===== src/rtl/riscv_mem_arbiter.sv =====
`default_nettype none
// ============================================================================
//  Module      : riscv_mem_arbiter
//  Description : Shares one BIU-style memory port between NREQ requesters.
//                One request is accepted per cycle, with zero latency.
//                Each accepted transfer is remembered in an in-order ID FIFO
//                (up to MAX_OUTST deep) so that upstream ack/err and read
//                data are routed back to the requester that issued it.
//                Build option ARB_ROUND_ROBIN_EN selects round-robin
//                arbitration. Without it, arbitration is fixed priority and
//                the highest index wins. A lock held by the current owner
//                overrides either policy.
//  Revision    : 1.0 - initial release
// ============================================================================
module riscv_mem_arbiter #(
    parameter int XLEN      = 32,
    parameter int NREQ      = 2,
    parameter int MAX_OUTST = 4
) (
    input  logic                   clk_i,
    input  logic                   rst_ni,

    // requester side
    input  logic [NREQ-1:0]        s_req_i,
    input  logic [NREQ*XLEN-1:0]   s_adr_i,
    input  logic [NREQ*3-1:0]      s_size_i,
    input  logic [NREQ*3-1:0]      s_type_i,
    input  logic [NREQ*3-1:0]      s_prot_i,
    input  logic [NREQ-1:0]        s_lock_i,
    input  logic [NREQ-1:0]        s_we_i,
    input  logic [NREQ*XLEN-1:0]   s_d_i,
    output logic [NREQ-1:0]        s_gnt_o,
    output logic [XLEN-1:0]        s_q_o,
    output logic [NREQ-1:0]        s_ack_o,
    output logic [NREQ-1:0]        s_err_o,

    // shared upstream port
    output logic                   mem_req_o,
    output logic [XLEN-1:0]        mem_adr_o,
    output logic [2:0]             mem_size_o,
    output logic [2:0]             mem_type_o,
    output logic                   mem_lock_o,
    output logic [2:0]             mem_prot_o,
    output logic                   mem_we_o,
    output logic [XLEN-1:0]        mem_d_o,
    input  logic [XLEN-1:0]        mem_q_i,
    input  logic                   mem_ack_i,
    input  logic                   mem_err_i
);

    // BIU size/type/prot field widths
    localparam int SIZE_W = 3;
    localparam int TYPE_W = 3;
    localparam int PROT_W = 3;

    localparam int IDW = (NREQ > 1) ? $clog2(NREQ) : 1;       // requester id width
    localparam int PW  = (MAX_OUTST > 1) ? $clog2(MAX_OUTST) : 1; // FIFO pointer width
    localparam int CW  = PW + 1;                              // occupancy count width

    // ------------------------------------------------------------------
    // State
    // ------------------------------------------------------------------
    logic [IDW-1:0] ids_q [MAX_OUTST];   // requester id per outstanding transfer
    logic [PW-1:0]  wr_ptr_q, wr_ptr_d;
    logic [PW-1:0]  rd_ptr_q, rd_ptr_d;
    logic [CW-1:0]  cnt_q, cnt_d;
    logic           lock_vld_q, lock_vld_d;
    logic [IDW-1:0] lock_own_q, lock_own_d;

    // ------------------------------------------------------------------
    // Combinational nets
    // ------------------------------------------------------------------
    logic           w_empty;
    logic           w_can_issue;
    logic           w_pop;
    logic           w_push;
    logic           w_any;
    logic [IDW-1:0] w_win;
    logic [IDW-1:0] w_head;

`ifdef ARB_ROUND_ROBIN_EN
    logic [IDW-1:0] rr_ptr_q, rr_ptr_d;

    // (base + off) modulo NREQ, for off in 0..NREQ
    function automatic logic [IDW-1:0] wrap_add(input logic [IDW-1:0] base, input int off);
        int t;
        t = int'(base) + off;
        if (t >= NREQ) begin
            t = t - NREQ;
        end
        return IDW'(t);
    endfunction
`endif

    assign w_empty     = (cnt_q == '0);
    // An ack/err in the same cycle frees a slot, so a full FIFO can still accept.
    assign w_can_issue = (cnt_q < CW'(MAX_OUTST)) | mem_ack_i | mem_err_i;
    // Responses with nothing outstanding are spurious and dropped.
    assign w_pop       = (mem_ack_i | mem_err_i) & ~w_empty;
    assign w_head      = ids_q[rd_ptr_q];

    // Winner selection: the lock owner if there is one, otherwise the policy.
    always_comb begin
        w_win = '0;
        w_any = 1'b0;
        if (lock_vld_q) begin
            // Only the owner may be granted; an idle owner blocks everyone.
            w_win = lock_own_q;
            w_any = s_req_i[lock_own_q];
        end else begin
`ifdef ARB_ROUND_ROBIN_EN
            // Walk offsets from far to near so the nearest requester from
            // rr_ptr ends up as the winner.
            for (int i = NREQ - 1; i >= 0; i--) begin
                if (s_req_i[wrap_add(rr_ptr_q, i)]) begin
                    w_win = wrap_add(rr_ptr_q, i);
                    w_any = 1'b1;
                end
            end
`else
            // Fixed priority: the last (highest) index seen wins.
            for (int i = 0; i < NREQ; i++) begin
                if (s_req_i[i]) begin
                    w_win = IDW'(i);
                    w_any = 1'b1;
                end
            end
`endif
        end
    end

    assign mem_req_o = rst_ni & w_any & w_can_issue;
    assign w_push    = mem_req_o;
    assign s_q_o     = mem_q_i;

    // Forward the winner's transfer attributes upstream.
    always_comb begin
        mem_adr_o  = '0;
        mem_size_o = '0;
        mem_type_o = '0;
        mem_prot_o = '0;
        mem_lock_o = 1'b0;
        mem_we_o   = 1'b0;
        mem_d_o    = '0;
        for (int s = 0; s < NREQ; s++) begin
            if (w_win == IDW'(s)) begin
                mem_adr_o  = s_adr_i[s*XLEN +: XLEN];
                mem_size_o = s_size_i[s*SIZE_W +: SIZE_W];
                mem_type_o = s_type_i[s*TYPE_W +: TYPE_W];
                mem_prot_o = s_prot_i[s*PROT_W +: PROT_W];
                mem_lock_o = s_lock_i[s];
                mem_we_o   = s_we_i[s];
                mem_d_o    = s_d_i[s*XLEN +: XLEN];
            end
        end
    end

    // Per-requester grant and response decode (grant to winner, ack/err to FIFO head).
    always_comb begin
        s_gnt_o = '0;
        s_ack_o = '0;
        s_err_o = '0;
        for (int s = 0; s < NREQ; s++) begin
            s_gnt_o[s] = mem_req_o & (w_win == IDW'(s));
            s_ack_o[s] = rst_ni & mem_ack_i & ~w_empty & (w_head == IDW'(s));
            s_err_o[s] = rst_ni & mem_err_i & ~w_empty & (w_head == IDW'(s));
        end
    end

    // Next-state for FIFO pointers and outstanding count.
    always_comb begin
        wr_ptr_d = wr_ptr_q;
        rd_ptr_d = rd_ptr_q;
        if (w_push) begin
            wr_ptr_d = wr_ptr_q + PW'(1);
        end
        if (w_pop) begin
            rd_ptr_d = rd_ptr_q + PW'(1);
        end
        cnt_d = cnt_q + CW'(w_push) - CW'(w_pop);
    end

    // Next-state for the lock: drop when the owner releases lock or request,
    // (re)take when an accepted transfer carries lock.
    always_comb begin
        lock_vld_d = lock_vld_q;
        lock_own_d = lock_own_q;
        if (lock_vld_q && (!s_req_i[lock_own_q] || !s_lock_i[lock_own_q])) begin
            lock_vld_d = 1'b0;
        end
        if (w_push && s_lock_i[w_win]) begin
            lock_vld_d = 1'b1;
            lock_own_d = w_win;
        end
    end

    // FIFO pointers, count and lock registers with synchronous reset.
    always_ff @(posedge clk_i) begin
        if (!rst_ni) begin
            wr_ptr_q   <= '0;
            rd_ptr_q   <= '0;
            cnt_q      <= '0;
            lock_vld_q <= 1'b0;
            lock_own_q <= '0;
        end else begin
            wr_ptr_q   <= wr_ptr_d;
            rd_ptr_q   <= rd_ptr_d;
            cnt_q      <= cnt_d;
            lock_vld_q <= lock_vld_d;
            lock_own_q <= lock_own_d;
        end
    end

    // ID storage; contents are don't-care until written, so no reset.
    always_ff @(posedge clk_i) begin
        if (rst_ni && w_push) begin
            ids_q[wr_ptr_q] <= w_win;
        end
    end

`ifdef ARB_ROUND_ROBIN_EN
    // Round-robin pointer moves past the winner on each accept outside a lock.
    always_comb begin
        rr_ptr_d = rr_ptr_q;
        if (w_push && !lock_vld_q) begin
            rr_ptr_d = wrap_add(w_win, 1);
        end
    end

    // Round-robin pointer register.
    always_ff @(posedge clk_i) begin
        if (!rst_ni) begin
            rr_ptr_q <= '0;
        end else begin
            rr_ptr_q <= rr_ptr_d;
        end
    end
`endif

endmodule
`default_nettype wire


===== config.mk =====
export PLATFORM = sky130hd
export DESIGN_NAME = riscv_mem_arbiter
export DESIGN_NICKNAME = d
export VERILOG_FILES = /design/src/rtl/riscv_mem_arbiter.sv
export SDC_FILE = /design/constraint.sdc
export NUM_CORES = 1
export LEC_CHECK = 0
export CORE_AREA = 2 2 117 119
export CTS_CLUSTER_DIAMETER = 50
export DETAILED_ROUTE_END_ITERATION = 8
export DIE_AREA = 0 0 119 121
export DONT_BUFFER_PORTS = 1
export SLEW_MARGIN = 20
export SYNTH_ARGS = -nofsm -noshare
export SYNTH_HDL_FRONTEND = slang
export SYNTH_SLANG_ARGS = --single-unit

===== constraint.sdc =====
create_clock -name clk_i -period 1.9 [get_ports clk_i]
set_input_delay 0.095 -clock clk_i [delete_from_list [all_inputs] [get_ports clk_i]]
set_output_delay 0.095 -clock clk_i [all_outputs]
set_load 0.03 [all_outputs]

**After elaboration in Yosys (flattened, before gate mapping)**

Memories as Yosys holds them, arrays and structs flattened. A register that Yosys moved wholly into a read port is not among the register bits.
Index checks and enable logic that the tools add are counted.

- Register bits: 9
- RAM bits: 4
- Input port bits: 188
- Output and inout port bits: 114
- Logic and storage cells: 63
- Memories kept: 1

Memories:

| memory | words | width | read ports | clocked after Yosys merged registers in | write ports | RTL line | source |
|---|---|---|---|---|---|---|---|
| ids_q | 4 | 1 | 1 | 1 | 1 | 63 | `logic [IDW-1:0] ids_q [MAX_OUTST];` |

- Add/sub/neg operators: 4
- Order comparisons: 3
- Mux-type cells: 23
- Bitwise gates (word level): 19
- Reduce and logical (&&, ||, !) cells: 8

Operator list:

| cell | number |
|---|---|
| 2-to-1 mux 32 bit | 2 |
| 2-to-1 mux 1 bit | 16 |
| AND 1 bit | 13 |
| 2-to-1 mux 3 bit | 3 |
| adder 2 x 1 -> 2 bit, second input constant | 2 |
| < comparator 1 x 2 -> 1 bit, second input constant | 2 |
| 2-to-1 mux 2 bit | 2 |
| adder 3 x 1 -> 3 bit | 1 |
| logical AND 1 bit | 3 |
| logical NOT 3 bit | 1 |
| < comparator 3 bit, second input constant | 1 |
| inverter 1 bit | 3 |
| bitwise OR 1 bit | 3 |
| subtractor 3 x 1 -> 3 bit | 1 |
| logical NOT 1 bit | 2 |
| nonzero test 2 bit | 1 |
| logical OR 1 bit | 1 |

**Depth between registers and ports, before layout**

Gate-level depths: netlist of run 1.

- Depth in word-level cells: 8
- Mapped depth: 8

**Worst setup path after synthesis of run 1**

No wires, ideal clock.

- Kind: reg2reg
- Start: reg lock_own_q
- End: reg cnt_q[2]
- Setup time: 115 ps
- Arrival time: 1,870 ps
- Data required time: 1,785 ps
- Slack: -85 ps
- Cell stages (with the launch flop): 9
- Period minus slack after synthesis: 1,985 ps
- Cell sequence: dfxtp_1 mux2i_1 a221o_2 inv_2 ha_1 inv_1 fa_1 xnor2_1 and2_1

- Cells in the longest elaborated chain, start to end: 7

RTL lines:

| element | RTL line | source |
|---|---|---|
| from (decl) | 68 | `logic [IDW-1:0] lock_own_q, lock_own_d;` |
| from (signal assigned) | 210 | `lock_own_q <= lock_own_d;` |
| 2-to-1 mux 1 bit (not written as such) (2 in series) | 109 | `w_any = s_req_i[lock_own_q];` |
| 2-to-1 mux 1 bit | 106 | `if (lock_vld_q) begin` |
| AND 1 bit (2 in series) | 132 | `assign mem_req_o = rst_ni & w_any & w_can_issue;` |
| named net mem_req_o | 38 | `output logic mem_req_o,` |
| adder 3 x 1 -> 3 bit | 180 | `cnt_d = cnt_q + CW'(w_push) - CW'(w_pop);` |
| subtractor 3 x 1 -> 3 bit | 180 |  |
| to (signal assigned) | 208 | `cnt_q <= cnt_d;` |
| to (decl) | 66 | `logic [CW-1:0] cnt_q, cnt_d;` |

The timed path passes the listed nets, and every way through them passes these cells. The select of a mux whose other input is x is not followed.
A chain may end at the register's enable or synchronous reset.

**Final worst setup path of run 1**

- Start: reg cnt_q[1]
- End: reg cnt_q[2]

- Elaborated cells on any way between the ends: 9

RTL lines:

| element | RTL line | source |
|---|---|---|
| logical NOT 3 bit | 95 | `assign w_empty = (cnt_q == '0);` |
| inverter 1 bit | 99 | `assign w_pop = (mem_ack_i \| mem_err_i) & ~w_empty;` |
| AND 1 bit | 99 |  |
| named net w_pop | 75 | `logic w_pop;` |
| subtractor 3 x 1 -> 3 bit | 180 |  |

The timed path passes the listed nets, and every way through them passes these cells.

==> reports/summary.txt, run 1 <==
STATUS
--------------------------------------------------------------------------------
Outcome ........................................................... finished, violations left
Violated checks ................................................... setup timing

SYNTHESIS
--------------------------------------------------------------------------------
Unique masters post-synth .........................................           28
Most frequent cell after synthesis ................................ sky130_fd_sc_hd__nand2_1
Total standard cell area after synthesis ..........................   1927 sq um
Syn Nets ..........................................................          543
Cells taking the most area after synthesis ........................ sky130_fd_sc_hd__nand2_1, sky130_fd_sc_hd__buf_4, sky130_fd_sc_hd__dfxtp_1
Yosys reg bits ....................................................           15
Count of synthesis-stage warnings from yosys ......................            0
Top cell type's share of synthesized area .........................       0.4519
Synthesized netlist cell count ....................................          348
Largest area contributor in the synthesized netlist ............... sky130_fd_sc_hd__nand2_1
Top flip-flop cell by instance count after synthesis .............. sky130_fd_sc_hd__dfxtp_1
Most numerous cell types in the synthesized netlist ............... sky130_fd_sc_hd__nand2_1, sky130_fd_sc_hd__buf_4, sky130_fd_sc_hd__buf_2, sky130_fd_sc_hd__dfxtp_1, sky130_fd_sc_hd__and2_1
Synthesized area per cell .........................................  5.537 sq um
Sequential area share after synthesis .............................       0.1766
Ys async rst share ................................................            0
Count of flip-flops with a built-in enable after synthesis ........            4

TIMING
--------------------------------------------------------------------------------
Clock Skews .......................................................  0.001381 ns
Tightest Pin Transition ...........................................    0.3278 ns
Unrepaired setup endpoints after global routing ...................         true
Final setup vio count .............................................            1
Final period demand of the worst path .............................     1.902 ns
Tightest slew margin relative to the limit ........................       0.7815
Max frequency .....................................................    525.7 MHz
Final count of hold timing violations .............................            0
Number of pins exceeding their max-slew limit in the final report .            0
Period Utilization, post-route ....................................        1.001
Setup slack of the critical path after layout ..................... -0.002208 ns

DIE
--------------------------------------------------------------------------------
Overall die width .................................................  119 microns
Core Box Area ..................................................... 13,090 sq um
Ports placed on the boundary ......................................          302
Die area .......................................................... 14,400 sq um
Num rows ..........................................................           42
Die height ........................................................  121 microns
Starting Density ..................................................       0.1473

CTS
--------------------------------------------------------------------------------
Maximum clock insertion buffer count ..............................            2
Number of clock buffers inserted by TritonCTS .....................            3
Number of clock sinks .............................................           15
Insertion delay of the later-clocked pin in the worst-skew pair ...      0.24 ns
CTS tree ..........................................................          yes
Clock tree root buffer cell ....................................... sky130_fd_sc_hd__clkbuf_16
Clock H-tree levels ...............................................            1
Clock transition at the registers of the reported paths ...........      0.05 ns

SETUP PATH
--------------------------------------------------------------------------------
Worst-path cell with the longest stage delay ...................... sky130_fd_sc_hd__o32a_1
Largest delay share family, worst path ............................  adder cells
WP data arrival ...................................................      2.04 ns
FF-to-FF setup slack ..............................................    -0.002 ns
WS Path Type ......................................................   reg -> reg
Largest fanout on the critical path ...............................            2
Buffers plus inverters on the worst setup path ....................            2
Crit end category .................................................    flip-flop
Cell type with the highest occurrence count on the critical path .. sky130_fd_sc_hd__inv_1
Cells along the critical path ..................................... o32a_1 > ha_1 > inv_1 > ha_2 > inv_1 > fa_2 > xnor2_1 > and2_1
Endpoint required time on the critical path .......................      2.04 ns
Longest individual stage delay on the worst path ..................      0.37 ns
FF-to-FF path depth ...............................................            8
Critical Path Source Type .........................................    flip-flop
WP depth ..........................................................            8

DRT
--------------------------------------------------------------------------------
Antenna Violating Nets Remaining ..................................            0
Via count .........................................................        2,113
Router iterations before antenna repair ...........................            4
Violation count after the first detailed-route iteration ..........           85
Via density .......................................................        3.994
Wirelength, routed ................................................ 6714 microns
Remaining DRCs ....................................................            0
Mean routed wirelength per cell ................................... 12.69 microns

GLOBAL ROUTING
--------------------------------------------------------------------------------
First-pass GRT wire length ........................................ 8921 microns
GRT Util Overall ..................................................      0.08012
Pin count of the biggest net entering global routing ..............           81
GRT Residual Overflow .............................................            0
Via count of the first global-routing pass ........................        1,641
Antenna violations before repair ..................................            0

LAYOUT
--------------------------------------------------------------------------------
Layout Nets .......................................................          549
Diodes inserted ...................................................            0
Combined flip-flop and latch cell area ............................  344.1 sq um
Layout cell share with drive strength beyond 1 ....................       0.1898
Area growth from synthesis to final layout ........................       43.44%
Area used by multi-input combinational logic ......................   1260 sq um
Final instance count without filler cells .........................          529
Count of fill cells added during filler insertion .................        1,419

POWER
--------------------------------------------------------------------------------
Internal power summed over all cells ..............................   0.001297 W
Clk network pwr share .............................................        0.180
Switching Fraction ................................................       0.4276
Total net switching power .........................................  0.0009685 W
Static leakage ....................................................     1.426 nW
Comb power frac ...................................................        0.619
Maximum ir drop on the vdd rail ...................................    0.2804 mV
Register share of total power .....................................        0.201
Power density of the placed cells ................................. 819.5 nW/um^2
Total chip power ..................................................   0.002265 W

PLACEMENT
--------------------------------------------------------------------------------
Detailed placement HPWL ........................................... 5733 microns
RD Place Congestion ...............................................       0.7278
Total instance count after detailed placement .....................          523
Port buffer count .................................................            0

HOLD PATH
--------------------------------------------------------------------------------
Cells on Worst Hold Path ..........................................            2
Worst hold-check path type ........................................    in -> reg

FLOW RUN
--------------------------------------------------------------------------------
Max-Cap Viols .....................................................            0

==> cell usage in the layout, fill, tap and decap left out, drive strengths merged, types with 2 or more instances in the layout <==
| master | instances |
|---|---|
| inv | 7 |
| nand2 | 232 |
| xnor2 | 4 |
| dfxtp | 11 |
| edfxtp | 4 |
| and3 | 2 |
| buf | 49 |
| and2 | 11 |
| o21ai | 2 |
| ha | 6 |
| nand3 | 2 |
| nor2 | 5 |
| clkbuf | 4 |
| mux2i | 2 |
==> path summary, 6_finish.rpt <==
check / end / startpoint
setup / recovery: cnt_q[2] / cnt_q[1]
hold / removal: lock_own_q / s_lock_i[0]
setup reg to reg: cnt_q[2] / cnt_q[1]
hold reg to reg: wr_ptr_q[1] / wr_ptr_q[1]
==> layout make-up <==
type                    instances  share of cell area
inverters                       7             0.01041
multi-input cells             277              0.4559
well taps                     176             0.07967
flip-flops and latches         15              0.1245
clock buffers                   4             0.02852
repair buffers                 50              0.3010
==> cell families after synthesis <==
kind of cell / Yosys count / synth area share
AO/OA/AOI/OAI: 8 / 0.03312
multiplexers: 3 / 0.02208
flip-flops: 15 / 0.1766
adder cells (fa/ha/maj): 7 / 0.04935
XOR/XNOR: 5 / 0.02273
buffers and inverters: 56 / 0.1786
AND/OR/NAND/NOR: 254 / 0.5175
==> stage by stage <==
stage	worst slack, ns	hold slack [ns]	utilization	instance area [sq um]	setup TNS [ns]
finish	-0.002208	0.1416	0.2112	2764	-0.002208
global route	-0.08605	0.1510	0.2112	2764	-0.09717
CTS	0.0003706	0.1384	0.2102	2750	0
detailed placement	0.004742	0.1902	0.2034	2661	0
global placement	0.02413	0.1902	0.2034	2661	0
floorplan	0.0003585	0.3217	-	1936	0
==> power by group through the flow <==
stage | sequential [W] | combinational (W) | clock, W
after floorplan | 0.000462 | 0.00100 | 0
after global placement | 0.000458 | 0.00138 | 0
after detailed placement | 0.000459 | 0.00139 | 0
after CTS | 0.000454 | 0.00140 | 0.000418
after global routing | 0.000465 | 0.00151 | 0.000435
final | 0.000455 | 0.00140 | 0.000407
==> what timing repair did <==
| action | CTS | global route |
|---|---|---|
| hold buffers | 1 | 0 |
| gates resized for setup | 0 | 3 |
| endpoints found under the setup margin | 0 | 34 |
| endpoints found under the hold margin | 11 | 0 |
| buffers inserted | 0 | 1 |
==> routing by layer <==
metal / up-vias / part of all wire / wire (microns) / global-route usage
li1: 1030 / - / - / -
met1: 900 / 0.34 / 2305 / 0.08641
met2: 181 / 0.51 / 3413 / 0.1458
met3: 2 / 0.14 / 968 / 0.03618
met4: 0 / 0.0040 / 27 / 0.01339
met5: - / 0 / 0 / 0
No activity file was read; power rests on OpenSTA's default activity.
==> run 2, diff against run 1 <==
--- a/config.mk
+++ b/config.mk
@@ -5,10 +5,11 @@
 export SDC_FILE = /design/constraint.sdc
 export NUM_CORES = 1
 export LEC_CHECK = 0
-export CORE_AREA = 2 2 117 119
+export ABC_AREA = 1
+export CORE_AREA = 2 2 118 120
 export CTS_CLUSTER_DIAMETER = 50
 export DETAILED_ROUTE_END_ITERATION = 8
-export DIE_AREA = 0 0 119 121
+export DIE_AREA = 0 0 120 122
 export DONT_BUFFER_PORTS = 1
 export SLEW_MARGIN = 20
 export SYNTH_ARGS = -nofsm -noshare
==> reports/summary.txt, run 2 <==
DIE
--------------------------------------------------------------------------------
Starting Density ..................................................       0.1466   -0.0006792
Die height ........................................................  122 microns   +0.83%
Die area .......................................................... 14,640 sq um   +1.7%
Overall die width .................................................  120 microns   +0.84%
Ports placed on the boundary ......................................          302   unchanged
Core Box Area ..................................................... 13,500 sq um   +3.2%
Num rows ..........................................................           43   +2.4%

SETUP PATH
--------------------------------------------------------------------------------
Cells along the critical path ..................................... inv_1 > a21oi_2 > ha_1 > inv_1 > ha_1 > inv_1 > fa_2 > xnor2_1 > o21ai_1 > a21oi_1
Crit end category .................................................    flip-flop
Cell type with the highest occurrence count on the critical path .. sky130_fd_sc_hd__inv_1
Critical Path Source Type .........................................    flip-flop
Endpoint required time on the critical path .......................      2.07 ns   +0.03 ns
WP data arrival ...................................................      1.97 ns   -0.07 ns
WS Path Type ......................................................   reg -> reg
Largest fanout on the critical path ...............................            3   +1
Longest individual stage delay on the worst path ..................      0.33 ns   -0.04 ns
Worst-path cell with the longest stage delay ...................... sky130_fd_sc_hd__fa_2
FF-to-FF path depth ...............................................           10   +2

TIMING
--------------------------------------------------------------------------------
Unrepaired setup endpoints after global routing ...................        false
Final period demand of the worst path .............................     1.800 ns   -0.1024 ns
Period Utilization, post-route ....................................       0.9473   -0.05390
Tightest Pin Transition ...........................................    0.5420 ns   +0.2141 ns
Tightest slew margin relative to the limit ........................       0.6374   -0.1441
Accumulated negative setup slack ..................................         0 ns   +0.002208 ns
Max frequency .....................................................    555.6 MHz   +5.7%
Number of pins exceeding their max-slew limit in the final report .            0   unchanged
Final count of hold timing violations .............................            0   unchanged
Clock Skews .......................................................  0.001679 ns   +0.0002978 ns
Hold Worst Slack ..................................................  0.006572 ns   -0.1350 ns
Final setup vio count .............................................            0   -1

DRT
--------------------------------------------------------------------------------
Router iterations before antenna repair ...........................            4   unchanged
Mean routed wirelength per cell ................................... 11.33 microns   -11%
Via count .........................................................        2,325   +10%
Remaining DRCs ....................................................            0   unchanged
Via density .......................................................        3.894   -2.5%
Wirelength, routed ................................................ 6762 microns   +0.71%
Violation count after the first detailed-route iteration ..........          155   +82%
Antenna Violating Nets Remaining ..................................            0   unchanged

SYNTHESIS
--------------------------------------------------------------------------------
Yosys reg bits ....................................................           15   unchanged
Top cell type's share of synthesized area .........................       0.4570   +0.005068
Count of flip-flops with a built-in enable after synthesis ........            4   unchanged
Synthesized area per cell .........................................  5.264 sq um   -4.9%
Unique masters post-synth .........................................           21   -25%
Most frequent cell after synthesis ................................ sky130_fd_sc_hd__nand2_1
Total standard cell area after synthesis ..........................   1979 sq um   +2.7%
Most numerous cell types in the synthesized netlist ............... sky130_fd_sc_hd__nand2_1, sky130_fd_sc_hd__buf_4, sky130_fd_sc_hd__inv_1, sky130_fd_sc_hd__nor2_1, sky130_fd_sc_hd__dfxtp_1
Count of synthesis-stage warnings from yosys ......................            0   unchanged
Cells taking the most area after synthesis ........................ sky130_fd_sc_hd__nand2_1, sky130_fd_sc_hd__buf_4, sky130_fd_sc_hd__dfxtp_1
Ys async rst share ................................................            0   unchanged
Syn Nets ..........................................................          571   +5.2%
Synthesized netlist cell count ....................................          376   +8.0%
Top flip-flop cell by instance count after synthesis .............. sky130_fd_sc_hd__dfxtp_1
Sequential area share after synthesis .............................       0.1719   -0.004689
Largest area contributor in the synthesized netlist ............... sky130_fd_sc_hd__nand2_1

PLACEMENT
--------------------------------------------------------------------------------
Detailed placement HPWL ........................................... 5658 microns   -1.3%
Port buffer count .................................................            0   unchanged
RD Place Congestion ...............................................       0.7544   +3.7%

STATUS
--------------------------------------------------------------------------------
Outcome ........................................................... complete, no violations

LAYOUT
--------------------------------------------------------------------------------
Top library cells by usage in the layout, fill and taps aside ..... sky130_fd_sc_hd__nand2_1, sky130_fd_sc_hd__buf_4, sky130_fd_sc_hd__inv_1, sky130_fd_sc_hd__nor2_1, sky130_fd_sc_hd__dfxtp_1
Layout Nets .......................................................          613   +12%
Area growth from synthesis to final layout ........................       33.57%
Diodes inserted ...................................................            0   unchanged
Count of fill cells added during filler insertion .................        1,500   +5.7%
Commonest non-fill, non-tap cell in the layout .................... sky130_fd_sc_hd__nand2_1
Layout cell share with drive strength beyond 1 ....................       0.2446   +0.05480

CTS
--------------------------------------------------------------------------------
Clock H-tree levels ...............................................            1   unchanged
Number of clock sinks .............................................           15   unchanged
Clock transition at the registers of the reported paths ...........      0.05 ns   about the same
CTS tree ..........................................................          yes
Insertion delay of the later-clocked pin in the worst-skew pair ...      0.24 ns   about the same
Clock tree root buffer cell ....................................... sky130_fd_sc_hd__clkbuf_16
Number of clock buffers inserted by TritonCTS .....................            3   unchanged
Maximum clock insertion buffer count ..............................            2   unchanged

GLOBAL ROUTING
--------------------------------------------------------------------------------
First-pass GRT wire length ........................................ 8411 microns   -5.7%
Pin count of the biggest net entering global routing ..............           77   -4.9%
GRT Util Overall ..................................................      0.07444   -0.005673
Antenna violations before repair ..................................            0   unchanged
Via count of the first global-routing pass ........................        1,731   +5.5%
GRT Residual Overflow .............................................            0   unchanged

POWER
--------------------------------------------------------------------------------
Comb power frac ...................................................        0.608   -0.011
Total net switching power .........................................   0.001008 W   +4.1%
Register share of total power .....................................        0.206   +0.005
Switching Fraction ................................................       0.4643   +0.03677
Internal power summed over all cells ..............................   0.001163 W   -10%
Power density of the placed cells ................................. 821.5 nW/um^2   +0.24%
Static leakage ....................................................     1.497 nW   +5.0%
Clk network pwr share .............................................        0.187   +0.007
Maximum ir drop on the vdd rail ...................................    0.2828 mV   +0.86%

HOLD PATH
--------------------------------------------------------------------------------
Cells on Worst Hold Path ..........................................            2   unchanged
Worst hold-check path type ........................................    in -> reg

FLOW RUN
--------------------------------------------------------------------------------
Max-Cap Viols .....................................................            0   unchanged

-- run 2: cell count changes after synthesis, sizes merged, moves of 4 or more --
cell,previous run,this run
inv,7,21
nor2,5,18
nand2,232,244
and2,11,0
a21oi,1,8
nand3,2,7
clkbuf,6,2
-- run 2: cell type report --
type                            instances  area (sq um)  area share
Timing Repair Buffer                   85         678.2      0.2565
Sequential cell                        15         344.1      0.1301
Tap cell                              180         225.2     0.08519
Multi-Input combinational cell        291          1230      0.4652
Clock buffer                            4         78.83     0.02982
Inverter                               22         87.58     0.03313
-- run 2: metrics by stage --
stage | power [W] | worst slack, ns | cell area [sq um] | instances | utilization
after floorplan | 0.001453 | 0.008774 | 1979 | 376 | -
after global placement | 0.001735 | 0.04787 | 2535 | 592 | 0.1877
after detailed placement | 0.001745 | 0.008503 | 2535 | 592 | 0.1877
after CTS | 0.002158 | 0.005641 | 2624 | 597 | 0.1943
after global routing | 0.002312 | 0.01893 | 2644 | 597 | 0.1958
final | 0.002172 | 0.1002 | 2644 | 597 | 0.1958
-- run 2: repair_timing --
item | 4_1_cts | 5_1_grt
endpoints found under the hold margin | 7 | 0
hold buffers | 1 | 0
gates resized for setup | 0 | 9
buffers inserted | 0 | 0
endpoints found under the setup margin | 0 | 2
-- run 2: path summary, 6_finish.rpt --
path,from,slack [ns],end
setup / recovery,cnt_q[0],0.10,cnt_q[2]
hold reg to reg,rd_ptr_q[1],0.47,flip-flop
hold / removal,rst_ni,0.007,cnt_q[1]
setup reg to reg,cnt_q[0],0.10,cnt_q[2]
-- run 2: critical path: cells and delay by family (launching register included) --
kind / cells / cell delay [ns]
xor+xnor: 1 / 0.20
flops: 1 / 0.30
fa+ha+maj: 3 / 0.70
compound gates: 3 / 0.36
buf+inv: 3 / 0.18
-- run 2: metal layers --
metal  track usage  part of all wire  up-vias
met5             0                 0        -
met3       0.01217             0.092       14
met4       0.02941             0.024        0
li1              -                 -     1174
met1       0.08837              0.40      976
met2        0.1335              0.48      161
-- run 2: power groups by stage --
| stage | clock (W) | sequential, W | combinational [W] |
|---|---|---|---|
| global placement | 0 | 0.000437 | 0.00130 |
| floorplan | 0 | 0.000440 | 0.00101 |
| finish | 0.000405 | 0.000446 | 0.00132 |
| global route | 0.000427 | 0.000454 | 0.00143 |
| detailed placement | 0 | 0.000439 | 0.00131 |
| CTS | 0.000412 | 0.000434 | 0.00131 |
-- run 2: logic make-up (layout without fill, tap and decap cells) --
kind of cell / after synthesis / count (layout) / synth area share
DFF: 15 / 15 / 0.1719
buffers and inverters: 70 / 111 / 0.2149
AOI/OAI and AO/OA: 13 / 13 / 0.03666
and+or+nand+nor: 270 / 270 / 0.5240
adders and majority gates: 7 / 7 / 0.04804
xor gates and xnor gates: 1 / 1 / 0.004426
